File: config.mk
export PLATFORM = sky130hd
export DESIGN_NAME = tod_adj_ctrl_flat
export DESIGN_NICKNAME = d
export VERILOG_FILES = /design/src/rtl/tod_adj_ctrl_if.sv /design/src/rtl/tod_adj_ctrl.sv /design/src/flat_wrapper.sv
export SDC_FILE = /design/constraint.sdc
export NUM_CORES = 1
export LEC_CHECK = 0
export CORE_AREA = 2 2 135 137
export DETAILED_ROUTE_END_ITERATION = 8
export DIE_AREA = 0 0 137 139
export GPL_ROUTABILITY_DRIVEN = 0
export GPL_TIMING_DRIVEN = 0
export PLACE_DENSITY_LB_ADDON = 0.15
export SKIP_LAST_GASP = 1
export SLEW_MARGIN = 30
export SYNTH_ARGS = -nofsm -noshare
export SYNTH_HDL_FRONTEND = slang
export SYNTH_SLANG_ARGS = --single-unit
File: constraint.sdc
create_clock -name clk -period 2.65 [get_ports clk]
set_input_delay 0.53 -clock clk [delete_from_list [all_inputs] [get_ports clk]]
set_output_delay 0.53 -clock clk [all_outputs]
set_load 0.01 [all_outputs]
File: src/rtl/tod_adj_ctrl_if.sv
// ---------------------------------------------------------------------------
// tod_adj_ctrl_if
// Bundles the request handshakes (host CSR path and servo), the tod_core
// adjustment outputs and the status outputs of tod_adj_ctrl.
//
// Modports:
//   slave  - the adjustment controller: takes requests, drives tod_core
//            strobes/data and status.
//   master - the requester / consumer side (host, servo, tod_core, bench).
//
// Signals:
//   host_valid/host_ready, host_is_init, host_plus, host_sub_ns/ns/sec
//   srv_valid/srv_ready, srv_plus, srv_sub_ns, srv_ns
//   set_init_time, init_time_sub_ns/ns/sec
//   set_offset_time, plus_offset_time, offset_time_sub_ns/ns
//   busy, done, err, remaining_ns
// ---------------------------------------------------------------------------
interface tod_adj_ctrl_if #(
    parameter int TIME_WIDTH_SUB_NS = 20,
    parameter int TIME_WIDTH_NS     = 32,
    parameter int TIME_WIDTH_SEC    = 48
);
    logic                         host_valid;
    logic                         host_ready;
    logic                         host_is_init;
    logic                         host_plus;
    logic [TIME_WIDTH_SUB_NS-1:0] host_sub_ns;
    logic [TIME_WIDTH_NS-1:0]     host_ns;
    logic [TIME_WIDTH_SEC-1:0]    host_sec;

    logic                         srv_valid;
    logic                         srv_ready;
    logic                         srv_plus;
    logic [TIME_WIDTH_SUB_NS-1:0] srv_sub_ns;
    logic [TIME_WIDTH_NS-1:0]     srv_ns;

    logic                         set_init_time;
    logic [TIME_WIDTH_SUB_NS-1:0] init_time_sub_ns;
    logic [TIME_WIDTH_NS-1:0]     init_time_ns;
    logic [TIME_WIDTH_SEC-1:0]    init_time_sec;

    logic                         set_offset_time;
    logic                         plus_offset_time;
    logic [TIME_WIDTH_SUB_NS-1:0] offset_time_sub_ns;
    logic [TIME_WIDTH_NS-1:0]     offset_time_ns;

    logic                         busy;
    logic                         done;
    logic                         err;
    logic [TIME_WIDTH_NS-1:0]     remaining_ns;

    modport slave (
        input  host_valid, host_is_init, host_plus, host_sub_ns, host_ns, host_sec,
        input  srv_valid, srv_plus, srv_sub_ns, srv_ns,
        output host_ready, srv_ready,
        output set_init_time, init_time_sub_ns, init_time_ns, init_time_sec,
        output set_offset_time, plus_offset_time, offset_time_sub_ns, offset_time_ns,
        output busy, done, err, remaining_ns
    );

    modport master (
        output host_valid, host_is_init, host_plus, host_sub_ns, host_ns, host_sec,
        output srv_valid, srv_plus, srv_sub_ns, srv_ns,
        input  host_ready, srv_ready,
        input  set_init_time, init_time_sub_ns, init_time_ns, init_time_sec,
        input  set_offset_time, plus_offset_time, offset_time_sub_ns, offset_time_ns,
        input  busy, done, err, remaining_ns
    );
endinterface

File: src/rtl/tod_adj_ctrl.sv
// ---------------------------------------------------------------------------
// tod_adj_ctrl
// Adjustment controller in front of tod_core. Arbitrates the host CSR path
// (fixed priority) and the servo for the adjustment interface and sequences
// the set_init_time / set_offset_time pulses.
//
// Build option: macro TOD_ADJ_SLEW_EN
//   defined     - offsets are slewed in chunks of at most MAX_STEP_NS ns per
//                 pulse, pulses spaced STEP_GAP idle cycles apart.
//   not defined - every offset is a single full-size pulse; MAX_STEP_NS and
//                 STEP_GAP are unused, remaining_ns is tied to 0.
//
// Ports:
//   clk  - single clock
//   rst  - synchronous, active-high reset
//   adj  - tod_adj_ctrl_if.slave: request handshakes, tod_core strobes/data,
//          busy/done/err status and remaining_ns
// ---------------------------------------------------------------------------
module tod_adj_ctrl #(
    parameter int TIME_WIDTH_SUB_NS = 20,
    parameter int TIME_WIDTH_NS     = 32,
    parameter int TIME_WIDTH_SEC    = 48,
    parameter int MAX_STEP_NS       = 1000,
    parameter int STEP_GAP          = 15
) (
    input  logic          clk,
    input  logic          rst,
    tod_adj_ctrl_if.slave adj
);

    localparam logic [TIME_WIDTH_NS-1:0] NS_LIMIT = TIME_WIDTH_NS'(999_999_999);

`ifdef TOD_ADJ_SLEW_EN
    typedef enum logic [1:0] {
        ST_IDLE = 2'd0,
        ST_INIT = 2'd1,
        ST_STEP = 2'd2,
        ST_GAP  = 2'd3
    } state_t;

    localparam int                       GAP_W    = (STEP_GAP > 1) ? $clog2(STEP_GAP) : 1;
    localparam logic [TIME_WIDTH_NS-1:0] MAX_STEP = TIME_WIDTH_NS'(MAX_STEP_NS);
    localparam logic [GAP_W-1:0]         GAP_LOAD = GAP_W'(STEP_GAP - 1);
`else
    typedef enum logic [1:0] {
        ST_IDLE = 2'd0,
        ST_INIT = 2'd1,
        ST_STEP = 2'd2
    } state_t;
`endif

    state_t                       r_state,      w_state_nxt;
    logic                         r_host_ready;
    logic                         r_dir,        w_dir_nxt;
    logic                         r_set_init,   w_set_init_nxt;
    logic [TIME_WIDTH_SUB_NS-1:0] r_init_sub,   w_init_sub_nxt;
    logic [TIME_WIDTH_NS-1:0]     r_init_ns,    w_init_ns_nxt;
    logic [TIME_WIDTH_SEC-1:0]    r_init_sec,   w_init_sec_nxt;
    logic                         r_set_off,    w_set_off_nxt;
    logic                         r_plus,       w_plus_nxt;
    logic [TIME_WIDTH_SUB_NS-1:0] r_off_sub,    w_off_sub_nxt;
    logic [TIME_WIDTH_NS-1:0]     r_off_ns,     w_off_ns_nxt;
    logic                         r_done,       w_done_nxt;
    logic                         r_err,        w_err_nxt;

    // Request selection: host wins whenever it is valid.
    logic                         w_host_acc;
    logic                         w_srv_acc;
    logic                         w_req_init;
    logic                         w_req_off;
    logic                         w_req_plus;
    logic [TIME_WIDTH_NS-1:0]     w_req_ns;
    logic [TIME_WIDTH_SUB_NS-1:0] w_req_sub;
    logic                         w_req_zero;

`ifdef TOD_ADJ_SLEW_EN
    logic [TIME_WIDTH_NS-1:0]     r_rem,        w_rem_nxt;
    logic [GAP_W-1:0]             r_gap,        w_gap_nxt;
    logic [TIME_WIDTH_NS-1:0]     w_req_step;
    logic [TIME_WIDTH_NS-1:0]     w_rem_step;
    logic [TIME_WIDTH_NS-1:0]     w_rem_left;
`else
    logic                         w_unused_cfg;
    assign w_unused_cfg = ^{32'(MAX_STEP_NS), 32'(STEP_GAP)};
`endif

    assign w_host_acc = adj.host_valid & r_host_ready;
    assign w_srv_acc  = adj.srv_valid & r_host_ready & ~adj.host_valid;
    assign w_req_init = w_host_acc & adj.host_is_init;
    assign w_req_off  = (w_host_acc & ~adj.host_is_init) | w_srv_acc;
    assign w_req_plus = w_host_acc ? adj.host_plus   : adj.srv_plus;
    assign w_req_ns   = w_host_acc ? adj.host_ns     : adj.srv_ns;
    assign w_req_sub  = w_host_acc ? adj.host_sub_ns : adj.srv_sub_ns;
    assign w_req_zero = (w_req_ns == '0) && (w_req_sub == '0);

`ifdef TOD_ADJ_SLEW_EN
    assign w_req_step = (w_req_ns > MAX_STEP) ? MAX_STEP : w_req_ns;
    assign w_rem_step = (r_rem > MAX_STEP) ? MAX_STEP : r_rem;
    assign w_rem_left = r_rem - w_rem_step;
`endif

    // Next-state and next-output logic. Outputs are computed one cycle ahead
    // and registered, so a pulse issued "at T+1" is decided during cycle T.
    always_comb begin
        w_state_nxt    = r_state;
        w_dir_nxt      = r_dir;
        w_set_init_nxt = 1'b0;
        w_init_sub_nxt = '0;
        w_init_ns_nxt  = '0;
        w_init_sec_nxt = '0;
        w_set_off_nxt  = 1'b0;
        w_plus_nxt     = 1'b0;
        w_off_sub_nxt  = '0;
        w_off_ns_nxt   = '0;
        w_done_nxt     = 1'b0;
        w_err_nxt      = 1'b0;
`ifdef TOD_ADJ_SLEW_EN
        w_rem_nxt      = r_rem;
        w_gap_nxt      = r_gap;
`endif

        case (r_state)
            ST_IDLE: begin
                if (w_req_init) begin
                    w_state_nxt    = ST_INIT;
                    w_set_init_nxt = 1'b1;
                    w_init_sub_nxt = adj.host_sub_ns;
                    w_init_ns_nxt  = adj.host_ns;
                    w_init_sec_nxt = adj.host_sec;
                    w_done_nxt     = 1'b1;
                end else if (w_req_off) begin
                    if (w_req_ns > NS_LIMIT) begin
                        w_err_nxt = 1'b1;
                    end else if (w_req_zero) begin
                        w_done_nxt = 1'b1;
                    end else begin
                        w_state_nxt   = ST_STEP;
                        w_set_off_nxt = 1'b1;
                        w_off_sub_nxt = w_req_sub;
                        w_plus_nxt    = w_req_plus;
                        w_dir_nxt     = w_req_plus;
`ifdef TOD_ADJ_SLEW_EN
                        w_off_ns_nxt  = w_req_step;
                        w_rem_nxt     = w_req_ns;
`else
                        w_off_ns_nxt  = w_req_ns;
`endif
                    end
                end
            end

            ST_INIT: begin
                w_state_nxt = ST_IDLE;
            end

            ST_STEP: begin
`ifdef TOD_ADJ_SLEW_EN
                // The pulse visible now carried w_rem_step; retire it.
                w_rem_nxt = w_rem_left;
                if (w_rem_left == '0) begin
                    w_state_nxt = ST_IDLE;
                    w_done_nxt  = 1'b1;
                end else begin
                    w_state_nxt = ST_GAP;
                    w_gap_nxt   = GAP_LOAD;
                    w_plus_nxt  = r_dir;
                end
`else
                w_state_nxt = ST_IDLE;
                w_done_nxt  = 1'b1;
`endif
            end

`ifdef TOD_ADJ_SLEW_EN
            ST_GAP: begin
                w_plus_nxt = r_dir;
                if (r_gap == '0) begin
                    // Later chunks never carry sub-ns; it went with the first.
                    w_state_nxt   = ST_STEP;
                    w_set_off_nxt = 1'b1;
                    w_off_ns_nxt  = w_rem_step;
                end else begin
                    w_gap_nxt = r_gap - GAP_W'(1);
                end
            end
`endif

            default: begin
                w_state_nxt = ST_IDLE;
            end
        endcase
    end

    always_ff @(posedge clk) begin
        if (rst) begin
            r_state      <= ST_IDLE;
            r_host_ready <= 1'b1;
            r_dir        <= 1'b0;
            r_set_init   <= 1'b0;
            r_init_sub   <= '0;
            r_init_ns    <= '0;
            r_init_sec   <= '0;
            r_set_off    <= 1'b0;
            r_plus       <= 1'b0;
            r_off_sub    <= '0;
            r_off_ns     <= '0;
            r_done       <= 1'b0;
            r_err        <= 1'b0;
`ifdef TOD_ADJ_SLEW_EN
            r_rem        <= '0;
            r_gap        <= '0;
`endif
        end else begin
            r_state      <= w_state_nxt;
            r_host_ready <= (w_state_nxt == ST_IDLE);
            r_dir        <= w_dir_nxt;
            r_set_init   <= w_set_init_nxt;
            r_init_sub   <= w_init_sub_nxt;
            r_init_ns    <= w_init_ns_nxt;
            r_init_sec   <= w_init_sec_nxt;
            r_set_off    <= w_set_off_nxt;
            r_plus       <= w_plus_nxt;
            r_off_sub    <= w_off_sub_nxt;
            r_off_ns     <= w_off_ns_nxt;
            r_done       <= w_done_nxt;
            r_err        <= w_err_nxt;
`ifdef TOD_ADJ_SLEW_EN
            r_rem        <= w_rem_nxt;
            r_gap        <= w_gap_nxt;
`endif
        end
    end

    // r_host_ready mirrors (state == IDLE); busy is its complement.
    // srv_ready must see host_valid in the same cycle so a simultaneous host
    // request can never be accepted alongside a servo request.
    assign adj.host_ready         = r_host_ready;
    assign adj.srv_ready          = r_host_ready & ~adj.host_valid;
    assign adj.busy               = ~r_host_ready;
    assign adj.set_init_time      = r_set_init;
    assign adj.init_time_sub_ns   = r_init_sub;
    assign adj.init_time_ns       = r_init_ns;
    assign adj.init_time_sec      = r_init_sec;
    assign adj.set_offset_time    = r_set_off;
    assign adj.plus_offset_time   = r_plus;
    assign adj.offset_time_sub_ns = r_off_sub;
    assign adj.offset_time_ns     = r_off_ns;
    assign adj.done               = r_done;
    assign adj.err                = r_err;
`ifdef TOD_ADJ_SLEW_EN
    assign adj.remaining_ns       = r_rem;
`else
    assign adj.remaining_ns       = '0;
`endif

endmodule

File: src/flat_wrapper.sv
// flat-port wrapper written by rule: the top's interface ports become plain ports
module tod_adj_ctrl_flat 
#(
    parameter int TIME_WIDTH_SUB_NS = 20,
    parameter int TIME_WIDTH_NS     = 32,
    parameter int TIME_WIDTH_SEC    = 48,
    parameter int MAX_STEP_NS       = 1000,
    parameter int STEP_GAP          = 15
)
  (clk, rst, adj_host_valid, adj_host_is_init, adj_host_plus, adj_host_sub_ns, adj_host_ns, adj_host_sec, adj_srv_valid, adj_srv_plus, adj_srv_sub_ns, adj_srv_ns, adj_host_ready, adj_srv_ready, adj_set_init_time, adj_init_time_sub_ns, adj_init_time_ns, adj_init_time_sec, adj_set_offset_time, adj_plus_offset_time, adj_offset_time_sub_ns, adj_offset_time_ns, adj_busy, adj_done, adj_err, adj_remaining_ns);
  tod_adj_ctrl_if #(.TIME_WIDTH_SUB_NS(TIME_WIDTH_SUB_NS), .TIME_WIDTH_NS(TIME_WIDTH_NS), .TIME_WIDTH_SEC(TIME_WIDTH_SEC)) adj_i ();
  input  logic clk;
  input  logic rst;
  input wire logic [$bits(adj_i.host_valid)-1:0] adj_host_valid;
  input wire logic [$bits(adj_i.host_is_init)-1:0] adj_host_is_init;
  input wire logic [$bits(adj_i.host_plus)-1:0] adj_host_plus;
  input wire logic [$bits(adj_i.host_sub_ns)-1:0] adj_host_sub_ns;
  input wire logic [$bits(adj_i.host_ns)-1:0] adj_host_ns;
  input wire logic [$bits(adj_i.host_sec)-1:0] adj_host_sec;
  input wire logic [$bits(adj_i.srv_valid)-1:0] adj_srv_valid;
  input wire logic [$bits(adj_i.srv_plus)-1:0] adj_srv_plus;
  input wire logic [$bits(adj_i.srv_sub_ns)-1:0] adj_srv_sub_ns;
  input wire logic [$bits(adj_i.srv_ns)-1:0] adj_srv_ns;
  output wire logic [$bits(adj_i.host_ready)-1:0] adj_host_ready;
  output wire logic [$bits(adj_i.srv_ready)-1:0] adj_srv_ready;
  output wire logic [$bits(adj_i.set_init_time)-1:0] adj_set_init_time;
  output wire logic [$bits(adj_i.init_time_sub_ns)-1:0] adj_init_time_sub_ns;
  output wire logic [$bits(adj_i.init_time_ns)-1:0] adj_init_time_ns;
  output wire logic [$bits(adj_i.init_time_sec)-1:0] adj_init_time_sec;
  output wire logic [$bits(adj_i.set_offset_time)-1:0] adj_set_offset_time;
  output wire logic [$bits(adj_i.plus_offset_time)-1:0] adj_plus_offset_time;
  output wire logic [$bits(adj_i.offset_time_sub_ns)-1:0] adj_offset_time_sub_ns;
  output wire logic [$bits(adj_i.offset_time_ns)-1:0] adj_offset_time_ns;
  output wire logic [$bits(adj_i.busy)-1:0] adj_busy;
  output wire logic [$bits(adj_i.done)-1:0] adj_done;
  output wire logic [$bits(adj_i.err)-1:0] adj_err;
  output wire logic [$bits(adj_i.remaining_ns)-1:0] adj_remaining_ns;
  assign adj_i.host_valid = adj_host_valid;
  assign adj_i.host_is_init = adj_host_is_init;
  assign adj_i.host_plus = adj_host_plus;
  assign adj_i.host_sub_ns = adj_host_sub_ns;
  assign adj_i.host_ns = adj_host_ns;
  assign adj_i.host_sec = adj_host_sec;
  assign adj_i.srv_valid = adj_srv_valid;
  assign adj_i.srv_plus = adj_srv_plus;
  assign adj_i.srv_sub_ns = adj_srv_sub_ns;
  assign adj_i.srv_ns = adj_srv_ns;
  assign adj_host_ready = adj_i.host_ready;
  assign adj_srv_ready = adj_i.srv_ready;
  assign adj_set_init_time = adj_i.set_init_time;
  assign adj_init_time_sub_ns = adj_i.init_time_sub_ns;
  assign adj_init_time_ns = adj_i.init_time_ns;
  assign adj_init_time_sec = adj_i.init_time_sec;
  assign adj_set_offset_time = adj_i.set_offset_time;
  assign adj_plus_offset_time = adj_i.plus_offset_time;
  assign adj_offset_time_sub_ns = adj_i.offset_time_sub_ns;
  assign adj_offset_time_ns = adj_i.offset_time_ns;
  assign adj_busy = adj_i.busy;
  assign adj_done = adj_i.done;
  assign adj_err = adj_i.err;
  assign adj_remaining_ns = adj_i.remaining_ns;
  tod_adj_ctrl #(.TIME_WIDTH_SUB_NS(TIME_WIDTH_SUB_NS), .TIME_WIDTH_NS(TIME_WIDTH_NS), .TIME_WIDTH_SEC(TIME_WIDTH_SEC), .MAX_STEP_NS(MAX_STEP_NS), .STEP_GAP(STEP_GAP)) u_core (.clk(clk), .rst(rst), .adj(adj_i));
endmodule
Word level (Yosys, flattened, before mapping)
Index checks and enable logic that the tools add are counted.
Widths: inputs -> output; s select.
{ "word_totals": {"reg_bits": 160, "inputBits": 159, "out_inout_bits": 192, "word_cells": 53} }
{ "op_classes": {"order_cmp": 1, "eq_ne": 1, "n_mux": 16, "bitwise": 13, "n_reduce_logical": 10} }
{ "ops": {"columns": ["operator", "count"], "rows": [
  ["$gt 32x30->1 const B", 1],
  ["$logic_not 32->1", 1],
  ["$mux 32", 1],
  ["$logic_not 20->1", 1],
  ["$mux 20", 1],
  ["$mux 2", 5],
  ["$mux 1", 8],
  ["$and 1x1->1", 6],
  ["$not 1->1", 6],
  ["$reduce_or 6->1", 1],
  ["$reduce_or 5->1", 1],
  ["$logic_not 2->1", 2],
  ["$reduce_or 4->1", 1],
  ["$reduce_or 3->1", 1],
  ["$eq 2x2->1 const B", 1],
  ["$pmux 1 s2", 1],
  ["$reduce_or 2->1", 1],
  ["$logic_and 1x1->1", 1],
  ["$or 1x1->1", 1]
]} }

Logic depth before layout (Yosys ltp)
Gate-level depths: netlist of run 1.
{ "depth": {"ltp_word": 10, "mapped_depth": 9, "depth_no_buf": 5} }

Worst setup path before layout of run 1
OpenSTA, ideal clock, no wires.
{ "synth_timing": {"kind": "input port to flip-flop", "start": "input adj_host_valid", "end": "register u_core.r_off_ns[0], in the netlist u_core.adj.offset_time_ns[0]", "setup_time_ns": 0.117, "arrival_time_ns": 2.098, "required_ns": 2.533, "slack_ns": 0.435, "cell_stages": 8, "path_buffers": 3, "path_cell_list": "buf_6 > buf_6 > a211oi_2 > o22ai_1 > or3_1 > o211ai_4 > buf_6 > nor3_2"} }
{ "synth_via": {"elab_chain_cells": 5, "elab_cells_between_ends": 14, "classes_between": "order compare (1); mux (2); bitwise (7); reduce/logical (4)"} }
{ "synth_rtl": {"columns": ["element", "line_no", "rtl"], "rows": [
  ["from (decl)", "flat_wrapper.sv:14", "input wire logic [$bits(adj_i.host_valid)-1:0] adj_host_valid;"],
  ["parallel branches: the longest is 5 deep, another holds $gt 32x30->1", null, null],
  ["to (signal assigned)", "tod_adj_ctrl.sv:224", "r_off_ns <= w_off_ns_nxt;"],
  ["to (decl)", "tod_adj_ctrl.sv:62", "logic [TIME_WIDTH_NS-1:0] r_off_ns, w_off_ns_nxt;"]
]} }
Parallel ways; which one is timed is not known.
A chain may end at the register's enable or synchronous reset.

Worst setup path in the final report of run 1
{ "layout_timing": {"start": "input adj_srv_ns[23]", "end": "register u_core.r_off_ns[2], in the netlist u_core.adj.offset_time_ns[2]"} }
{ "layout_via": {"elab_chain_cells": 4, "elab_cells_between_ends": 5, "classes_between": "order compare (1); mux (1); reduce/logical (3)"} }
{ "layout_rtl": {"columns": ["element", "line_no", "rtl"], "rows": [
  ["from (decl)", "flat_wrapper.sv:23", "input wire logic [$bits(adj_i.srv_ns)-1:0] adj_srv_ns;"],
  ["$mux 32 *", "tod_adj_ctrl.sv:92", "assign w_req_ns = w_host_acc ? adj.host_ns : adj.srv_ns;"],
  ["parallel branches: the longest is 2 deep, another holds $gt 32x30->1", null, null],
  ["$reduce_or 6->1 (no source line) *", null, null]
]} }
Every way passes the cells marked *.

==> run summary, run 1 <==
Initial DRC Count -> 160
RSZ-0062 raised after global routing -> yes
P_sw -> 1450 uW
Antenna violations before repair -> 0
Post-route ant nets -> 0
All-Layer GR Usage -> 21.1%
Kind of critical path -> primary input to flop
Util after Layout -> 56.4%
Post-synth top area share -> 56.1%
Sequential fraction of the synthesis area -> 56.1%
Most common cell after layout, fill and taps aside -> clkdlybuf4s50_1
Number of port buffers -> 318
Sw frac -> 25.3%
Worst setup margin -> 0.118 ns
LEAKAGE -> 0.00396 uW
Die Wd -> 137 microns
CTS H-tree depth -> 4
Avg Synthesized Cell Area -> 10.9 sq um
Combinational share of power -> 14.8%
Largest net degree at the start of global routing -> 17
Drt total wl -> 20,300 microns
Pwr/cell area -> 575 nW/um^2
Area contributors post-synth -> dfxtp_1 (56%), and2_1 (11%), mux2i_1 (8.6%)
Worst-path maximum fanout -> 10
# rows -> 49
Clock root buffer -> clkbuf_16
Ys async rst share -> 0%
Slew margin rel. -> 48.1%
Via density -> 4.54
Reg clk slew, reported paths -> 0.07 ns
Main synth FF type -> dfxtp_1
TritonCTS buffer count -> 17
Fin crit share -> 95.5%
Nets -> 1,052
Hold crit path type -> flop to flop
Critical Path AT -> 2.84 ns
YS warnings -> 0
Area of the mapped netlist -> 5710 sq um
Placed insts -> 1,102
Gate Count Post-Synth -> 522
Slew @ Worst Pin -> 0.778 ns
Core area -> 17,700 sq um
Clock sinks -> 160
Hold Fails Final Rpt -> 0
Maximum VDD drop -> 0.412 mV
Skew final -> 0.00722 ns
Flop pwr share -> 43.4%
DRC -> 0
Setup crit start kind -> primary input
MaxCap Viol Count -> 0
Fin. max-slew vios -> 0
I/O pins -> 351
Max Freq -> 0.395 GHz
Final min period -> 2.53 ns
Setup_tns -> 0 ns
Die area -> 19,000 sq um
Clk_lat worst skew -> 0.42 ns
Area grow syn2layout -> 74.2%
Vias in the first global route -> 5,321
Post-synth EDFFs -> 0
Dpl hpwl -> 16,200 microns
DR pass1 iterations -> 4
Post-synth cell types -> 39
First-pass GRT wire length -> 30,000 microns
GR Overflow Total -> 0
P_int -> 4280 uW
CTS hold repair buffers -> 0
Clk pwr share -> 41.8%
CTS Buffer Depth -> 2
Seq cells post-synth -> 160
Final Non-Filler Cells -> 1,135
Die Ht -> 139 microns
Critical Path RT -> 2.96 ns
Kind of end point of the critical path -> flop
Worst slack, placed -> -0.629 ns
Synth area leader -> dfxtp_1
Final setup fails -> 0
Routed wire per std cell -> 17.9 microns
Antenna diodes -> 0
TritonCTS clock tree -> yes
Ratio of cells with drive above 1 in the final layout -> 12.0%
Status -> complete, no violations
Detailed-route via count -> 5,150
Commonest non-fill, non-tap cells in the layout -> clkdlybuf4s50_1 (318), dfxtp_1 (160), and2_1 (101)
Starting Density -> 32.4%
area by class of cell:
type                            count  area [sq um]
Fill cell                        1539          7700
Sequential cell                   160          3200
Timing Repair Buffer              319          3200
Multi-Input combinational cell    328          2220
Buffer                             65           454
Clock buffer                       17           425
Tap cell                          229           287
Clock inverter                     15           149
Inverter                            2          7.51
sequential cells by signal (all words and copies together) (netlist names):
register / count
u_core.adj.offset_time_ns: 32
u_core.r_state: 2
u_core.adj.set_init_time: 1
u_core.adj.host_ready: 1
u_core.adj.plus_offset_time: 1
u_core.adj.init_time_ns: 32
u_core.adj.init_time_sec: 48
u_core.adj.done: 1
u_core.adj.err: 1
u_core.adj.set_offset_time: 1
u_core.adj.init_time_sub_ns: 20
u_core.adj.offset_time_sub_ns: 20
power groups by stage:
stage | registers [uW] | logic, uW | clock network, uW
floorplan | 2570 | 305 | 0
global placement | 2540 | 823 | 0
detailed placement | 2540 | 831 | 0
CTS | 2490 | 838 | 2450
global route | 2490 | 905 | 2560
finish | 2490 | 846 | 2390
critical path: stages:
cell             delay, ns
clkdlybuf4s50_1       0.49
nor4_1                0.55
nand4_1               0.19
mux2i_1               0.36
a31o_2                0.21
buf_4                 0.18
buf_4                 0.25
nor3_2                0.08
logic make-up after synthesis:
logic type             Yosys count  share of synthesized area (%)
buffers and inverters           67                           7.99
other                            1                         0.0656
flip-flops                     160                           56.1
multiplexers                    49                           8.58
AO/OA/AOI/OAI                   27                           4.03
AND/OR/NAND/NOR                218                           23.3
metrics by stage:
stage | total power, uW | hold WS (ns) | instance area [sq um]
after floorplan | 2880 | 0.431 | 5840
after global placement | 3360 | 0.459 | 9310
after detailed placement | 3370 | 0.463 | 9310
after CTS | 5770 | 0.482 | 9890
after global routing | 5950 | 0.514 | 9950
final | 5730 | 0.491 | 9950
per-layer routing:
metal  up-vias  wire length [microns]  GRT usage (%)
li1       2477                      -              -
met1      2394                   7990           24.2
met2       245                  10200           36.6
met3        34                   1680           6.43
met4         0                    408           7.60
met5         -                      0              0
cells in the mapped netlist (all sizes together), types with 2 or more instances:
library cell / n
a211oi: 9
nor2: 9
a21oi: 3
nand4b: 2
mux2i: 49
nor3: 54
and3: 2
inv: 2
nor4: 20
nor4bb: 4
nand2: 7
dfxtp: 160
nand3: 6
buf: 51
o22ai: 4
and2: 101
nor2b: 3
clkbuf: 14
nand4: 6
worst paths after layout:
path,cells after the start,slack (ns),from,endpoint
worst max-delay path,8,0.12,adj_srv_ns[23],u_core.adj.offset_time_ns[2]
worst min-delay path,1,0.49,u_core.r_state[0],u_core.adj.set_init_time
worst max register to register,8,0.22,u_core.adj.host_ready,u_core.adj.offset_time_ns[2]
worst min register to register,1,0.49,u_core.r_state[0],u_core.adj.set_init_time
timing repair:
action / 4_1_cts / 5_1_grt
setup endpoints to repair: 70 / 70
buffers inserted: 0 / 1
pin swaps: 0 / 2
gates resized for setup: 3 / 10
Note: power is estimated with default switching activity, not from simulation.
==> inputs of run 2 (changes only) <==
Settings changed: SKIP_CTS_REPAIR_TIMING set to 1.
==> run 2 against run 1 <==
Compared with the run above: setup slack got worse by 0.069 ns; final cell count about the same; clock power about the same; cell area decreased by 0.34%; critical path depth increased by 1; flip-flop and latch count unchanged; combinational power decreased by 1%; die area unchanged; clock-buffer cell count unchanged; worst hold slack got worse by 0.00055 ns; global-route usage about the same; largest cell class unchanged; highest routed layer unchanged.
==> run summary, run 2 (synthesis results as in run 1) <==
Reg-to-reg slack, setup -> 0.14 ns (-0.08 ns)
Ratio of cells with drive above 1 in the final layout -> 11.9% (-0.097 points)
Status -> complete, no violations
Met1 WL -> 8000 microns (about the same)
Die Ht -> 139 microns (unchanged)
Critical Path RT -> 2.96 ns (about the same)
Hold Fails Final Rpt -> 0 (unchanged)
Skew final -> 0.00693 ns (-0.000293 ns)
P_int -> 4270 uW (-0.15%)
Hold crit path type -> flop to flop
Routed wire per std cell -> 17.8 microns (-0.45%)
WL met3 -> 1720 microns (+2.0%)
Clk_lat worst skew -> 0.42 ns (about the same)
Dpl hpwl -> 16,200 microns (unchanged)
Slew margin rel. -> 47.9% (-0.24 points)
Die Wd -> 137 microns (unchanged)
Clock root buffer -> clkbuf_16
Critical Path AT -> 2.91 ns (+0.07 ns)
Reg clk slew, reported paths -> 0.07 ns (about the same)
P_sw -> 1450 uW (-0.17%)
Nets -> 1,051 (-0.095%)
Final Non-Filler Cells -> 1,134 (-0.088%)
Most common cell after layout, fill and taps aside -> clkdlybuf4s50_1
Combinational share of power -> 14.6% (-0.2 points)
Slew @ Worst Pin -> 0.782 ns (+0.00360 ns)
Sw frac -> 25.3% (about the same)
Placed insts -> 1,102 (unchanged)
Hold Slack -> 0.491 ns (-0.000545 ns)
Fin crit share -> 98.2% (+2.6 points)
LEAKAGE -> 0.00394 uW (-0.47%)
Detailed-route via count -> 5,136 (-0.27%)
Area grow syn2layout -> 73.6%
TritonCTS buffer count -> 17 (unchanged)
Slowest stage delay, CP -> 0.44 ns (-0.11 ns)
Top sig layer -> met4
Maximum VDD drop -> 0.412 mV (about the same)
Reg-to-reg startpoint -> u_core.adj.host_ready
Via density -> 4.53 (-0.18%)
Worst-path maximum fanout -> 10 (unchanged)
DRC -> 0 (unchanged)
Max Freq -> 0.384 GHz (-2.7%)
GR Overflow Total -> 0 (unchanged)
Slowest CP cell -> o211ai_4
CTS H-tree depth -> 4 (unchanged)
Antenna diodes -> 0 (unchanged)
Post-route ant nets -> 0 (unchanged)
Clk pwr share -> 41.9% (about the same)
Number of port buffers -> 318 (unchanged)
I/O pins -> 351 (unchanged)
Starting Density -> 32.4% (unchanged)
CTS Buffer Depth -> 2 (unchanged)
Antenna violations before repair -> 0 (unchanged)
Drt total wl -> 20,200 microns (-0.54%)
Die area -> 19,000 sq um (unchanged)
DR pass1 iterations -> 4 (unchanged)
Initial DRC Count -> 150 (-6.3%)
All-Layer GR Usage -> 21.1% (about the same)
Fin. max-slew vios -> 0 (unchanged)
# rows -> 49 (unchanged)
Flop pwr share -> 43.5% (about the same)
Top delay family on crit path -> buffers and inverters
CP Launch Point -> adj_host_valid
Largest net degree at the start of global routing -> 17 (unchanged)
Crit path buffers/inverters -> 4 (+1)
Vias in the first global route -> 5,323 (+0.038%)
Final setup fails -> 0 (unchanged)
TritonCTS clock tree -> yes
Pwr/cell area -> 576 nW/um^2 (+0.18%)
Kind of end point of the critical path -> flop
Final min period -> 2.60 ns (+0.0694 ns)
Core area -> 17,700 sq um (unchanged)
Wire length on met2 -> 10,100 microns (-1.4%)
Commonest non-fill, non-tap cells in the layout -> clkdlybuf4s50_1 (318), dfxtp_1 (160), and2_1 (101)
Setup crit start kind -> primary input
Kind of critical path -> primary input to flop
Clock sinks -> 160 (unchanged)
MaxCap Viol Count -> 0 (unchanged)
First-pass GRT wire length -> 30,000 microns (about the same)
Worst hold start -> u_core.r_state[1]
Most Frequent Cell on Critical Path -> buf_6
RSZ-0062 raised after global routing -> yes
Critical path cell sequence -> clkdlybuf4s50_1 -> buf_6 -> buf_6 -> a211oi_2 -> o22ai_1 -> or3_1 -> o211ai_4 -> buf_6 -> nor3_2
Max reg flops -> 48 (unchanged)
[run 2: cell types whose count changed in the layout (fill, tap and decap cells not counted), sizes merged]
cell / previous run / this run
clkbuf: 31 / 30
[run 2: metal layers]
| layer | vias to the layer above | GRT usage [%] |
|---|---|---|
| met5 | - | 0 |
| met4 | 0 | 7.27 |
| met3 | 34 | 6.76 |
| met2 | 254 | 36.5 |
| met1 | 2371 | 24.1 |
| li1 | 2477 | - |
[run 2: cell type report]
cell class	instances	area, sq um
clock inverters	15	149
inverters	2	7.51
well taps	229	287
flip-flops and latches	160	3200
clock buffers	17	425
repair buffers	318	3180
plain buffers	65	455
multi-input cells	328	2210
fillers	1544	7740
[run 2: worst paths after layout]
path,cells past startpoint,end
worst max-delay path,9,u_core.adj.offset_time_ns[2]
worst max register to register,8,u_core.adj.offset_time_ns[2]
worst min-delay path,1,u_core.adj.set_init_time
worst min register to register,1,u_core.adj.set_init_time
[run 2: power by group through the flow]
stage / Combinational, uW / Sequential [uW] / Clock [uW]
detailed placement: 831 / 2540 / 0
global route: 895 / 2490 / 2560
finish: 835 / 2490 / 2400
global placement: 823 / 2540 / 0
CTS: 836 / 2490 / 2450
floorplan: 305 / 2570 / 0
[run 2: per-stage QoR]
stage | setup TNS (ns) | area [sq um] | utilization, % | worst slack [ns] | total power, uW
global route | -1.43 | 9920 | 56.2 | -0.0753 | 5940
finish | 0 | 9920 | 56.2 | 0.0487 | 5720
detailed placement | -60.64 | 9310 | 52.7 | -0.629 | 3370
floorplan | 0 | 5840 | - | 0.435 | 2880
global placement | -46.69 | 9310 | 52.7 | -0.443 | 3360
CTS | -6.08 | 9880 | 56.0 | -0.182 | 5770
==> inputs of run 3 (changes only) <==
Settings changed: ABC_AREA set to 1, GPL_TIMING_DRIVEN 0 to 1.
==> run 3 against run 2 <==
Compared with the run above: wire length is 4.8% lower; non-clock buffer count fell by 48; setup slack improved by 0.24 ns; sequential power is essentially flat; flip-flop and latch count is the same; critical path type is now flop to output port; largest cell class unchanged.
==> run summary, run 3 <==
Detailed-route via count -> 5,629 (+9.6%)
RSZ-0062 raised after global routing -> no
Worst-path maximum fanout -> 14 (+4)
Hold Crit Depth -> 2 (+1)
Flop pwr share -> 41.9% (-1.6 points)
Hold Fails Final Rpt -> 0 (unchanged)
TritonCTS clock tree -> yes
P_int -> 4370 uW (+2.4%)
Critical Path RT -> 2.12 ns (-0.84 ns)
All-Layer GR Usage -> 20.1% (-0.99 points)
Slowest stage delay, CP -> 0.56 ns (+0.12 ns)
Routed wire per std cell -> 14.3 microns (-20%)
WL met3 -> 1830 microns (+6.8%)
Vias in the first global route -> 5,484 (+3.0%)
Dpl hpwl -> 15,000 microns (-7.5%)
Area contributors post-synth -> dfxtp_1 (51%), inv_1 (9.1%), nor2_1 (8.6%)
Reg-to-reg startpoint -> u_core.adj.host_ready
R2R depth -> 12 (+4)
Post-synth EDFFs -> 0 (unchanged)
# fillers -> 1,676 (+8.5%)
LEAKAGE -> 0.00463 uW (+18%)
Fin crit share -> 89.0% (-9.2 points)
Number of port buffers -> 318 (unchanged)
I/O pins -> 351 (unchanged)
Post-synth top area share -> 50.5% (-5.5 points)
CTS Buffer Depth -> 2 (unchanged)
Critical path cell sequence -> buf_4 -> inv_1 -> nor2_1 -> clkdlybuf4s50_1
TritonCTS buffer count -> 17 (unchanged)
MaxCap Viol Count -> 0 (unchanged)
Skew final -> 0.00902 ns (+0.00210 ns)
Slowest CP cell -> clkdlybuf4s50_1
Hold Path Sink -> u_core.adj.done
Gate Count Post-Synth -> 784 (+50%)
Slew margin rel. -> 61.5% (+14 points)
Most common cell after layout, fill and taps aside -> clkdlybuf4s50_1
Ratio of cells with drive above 1 in the final layout -> 10.8% (-1.2 points)
Seq cells post-synth -> 160 (unchanged)
Starting Density -> 35.9% (+3.6 points)
YS warnings -> 0 (unchanged)
Fin. max-slew vios -> 0 (unchanged)
Setup_tns -> 0 ns (unchanged)
Sw frac -> 26.2% (+0.89 points)
Top-count cell post-synth -> dfxtp_1
Crit path buffers/inverters -> 3 (-1)
DR pass1 iterations -> 4 (unchanged)
Max Freq -> 0.424 GHz (+10%)
Via density -> 4.19 (-7.5%)
Drt total wl -> 19,200 microns (-4.8%)
First-pass GRT wire length -> 29,100 microns (-3.1%)
Clk_lat worst skew -> 0.42 ns (about the same)
Clk pwr share -> 42.7% (+0.8 points)
Total Power -> 5920 uW (+3.6%)
Post-route ant nets -> 0 (unchanged)
Max reg flops -> 48 (unchanged)
Kind of critical path -> flop to output port
Die area -> 19,000 sq um (unchanged)
Reg-to-reg slack, setup -> 0.50 ns (+0.36 ns)
Pwr/cell area -> 582 nW/um^2 (+1.0%)
Initial DRC Count -> 186 (+24%)
CTS H-tree depth -> 4 (unchanged)
GR Overflow Total -> 0 (unchanged)
Antenna violations before repair -> 1 (+1)
Critical Path AT -> 1.83 ns (-1.08 ns)
Commonest cells in the netlist -> dfxtp_1 (160), inv_1 (153), nor2_1 (145)
Worst r2r dst -> u_core.adj.offset_time_sub_ns[15]
Worst hold start -> u_core.r_state[0]
Clock sinks -> 160 (unchanged)
Post-synth cell types -> 27 (-31%)
Final setup fails -> 0 (unchanged)
Wire length on met2 -> 9610 microns (-4.8%)
Combinational share of power -> 15.4% (+0.8 points)
DRC -> 0 (unchanged)
# rows -> 49 (unchanged)
Util after Layout -> 57.6% (+1.4 points)
Nets -> 1,260 (+20%)
Slew @ Worst Pin -> 0.578 ns (-0.204 ns)
Top delay family on crit path -> buffers and inverters
Maximum VDD drop -> 0.417 mV (+1.2%)
Ys async rst share -> 0% (unchanged)
Status -> complete, no violations
Core area -> 17,700 sq um (unchanged)
Area grow syn2layout -> 60.5%
Hold crit path type -> flop to flop
Final min period -> 2.36 ns (-0.243 ns)
Area of the mapped netlist -> 6340 sq um (+11%)
Avg Synthesized Cell Area -> 8.09 sq um (-26%)
Clock root buffer -> clkbuf_16
Main synth FF type -> dfxtp_1
Kind of end point of the critical path -> output port
Largest net degree at the start of global routing -> 54 (+37)
Die Ht -> 139 microns (unchanged)
Sequential fraction of the synthesis area -> 50.5% (-5.5 points)
Hold Slack -> 0.507 ns (+0.0157 ns)
Met1 WL -> 7230 microns (-9.6%)
Reg clk slew, reported paths -> 0.07 ns (about the same)
Die Wd -> 137 microns (unchanged)
Synth area leader -> dfxtp_1
P_sw -> 1550 uW (+7.3%)
Top sig layer -> met4
Commonest non-fill, non-tap cells in the layout -> clkdlybuf4s50_1 (317), dfxtp_1 (159), inv_1 (153)
Setup crit start kind -> flop
==> run 3: cell types whose count changed after synthesis, sizes merged, moves of 20 or more <==
| cell | change |
|---|---|
| inv | +154 |
| nor4 | -20 |
| nand3 | +36 |
| nand2 | +125 |
| mux2i | -48 |
| and2 | -101 |
| nor2 | +139 |
==> run 3: layout make-up <==
| class | count | area, sq um | area share [%] |
|---|---|---|---|
| clock inverter | 14 | 166 | 1.64 |
| clock buffer | 18 | 439 | 4.32 |
| tap | 229 | 287 | 2.82 |
| timing repair buffer | 335 | 3390 | 33.3 |
| antenna | 1 | 2.50 | 0.0246 |
| multi-input combinational | 431 | 2100 | 20.6 |
| inverter | 156 | 587 | 5.77 |
| sequential | 160 | 3200 | 31.5 |
==> run 3: cell families (layout without fill, tap and decap cells) <==
family                 Yosys count  in the layout  synth area share, %
muxes                            1              1                0.158
DFF                            160            160                 50.5
other                            1             35               0.0591
AOI/OAI and AO/OA               19             19                 1.97
and+or+nand+nor                377            377                 28.9
buffers and inverters          226            523                 18.4
==> run 3: layer usage <==
| layer | vias to the layer above | global-route usage, % |
|---|---|---|
| met1 | 2480 | 21.4 |
| met3 | 39 | 7.38 |
| met2 | 242 | 35.2 |
| met4 | 0 | 8.30 |
| li1 | 2868 | - |
| met5 | - | 0 |
==> run 3: metrics by stage <==
stage | instances | instance area (sq um) | setup WS [ns]
3_5_place_dp | 1311 | 9570 | 0.223
3_3_place_gp | 1311 | 9570 | 0.228
2_1_floorplan | 817 | 6460 | 0.665
6_report | 1344 | 10200 | 0.292
5_1_grt | 1343 | 10200 | 0.200
4_1_cts | 1343 | 10200 | 0.271
==> run 3: power by group through the flow <==
| stage | Sequential [uW] | Clock [uW] | Combinational [uW] |
|---|---|---|---|
| final | 2490 | 2530 | 912 |
| after global routing | 2490 | 2710 | 1010 |
| after CTS | 2490 | 2590 | 924 |
| after detailed placement | 2540 | 0 | 921 |
| after global placement | 2540 | 0 | 916 |
| after floorplan | 2570 | 0 | 465 |
==> run 3: worst min-delay path, cell delays in order, from the launching register on <==
cell	delay, ns
dfxtp_1	0.31
or2_2	0.11
a21oi_1	0.03
==> run 3: worst max path at each step <==
stage                          startpoint                                end  depth (start not counted)
finish              u_core.adj.host_ready                      adj_srv_ready                          4
global placement      adj_host_sub_ns[19]  u_core.adj.offset_time_sub_ns[19]                         10
floorplan                  adj_host_valid   u_core.adj.offset_time_sub_ns[7]                         14
detailed placement        adj_host_ns[13]  u_core.adj.offset_time_sub_ns[19]                         10
CTS                 u_core.adj.host_ready                      adj_srv_ready                          4
global route        u_core.adj.host_ready                      adj_srv_ready                          4
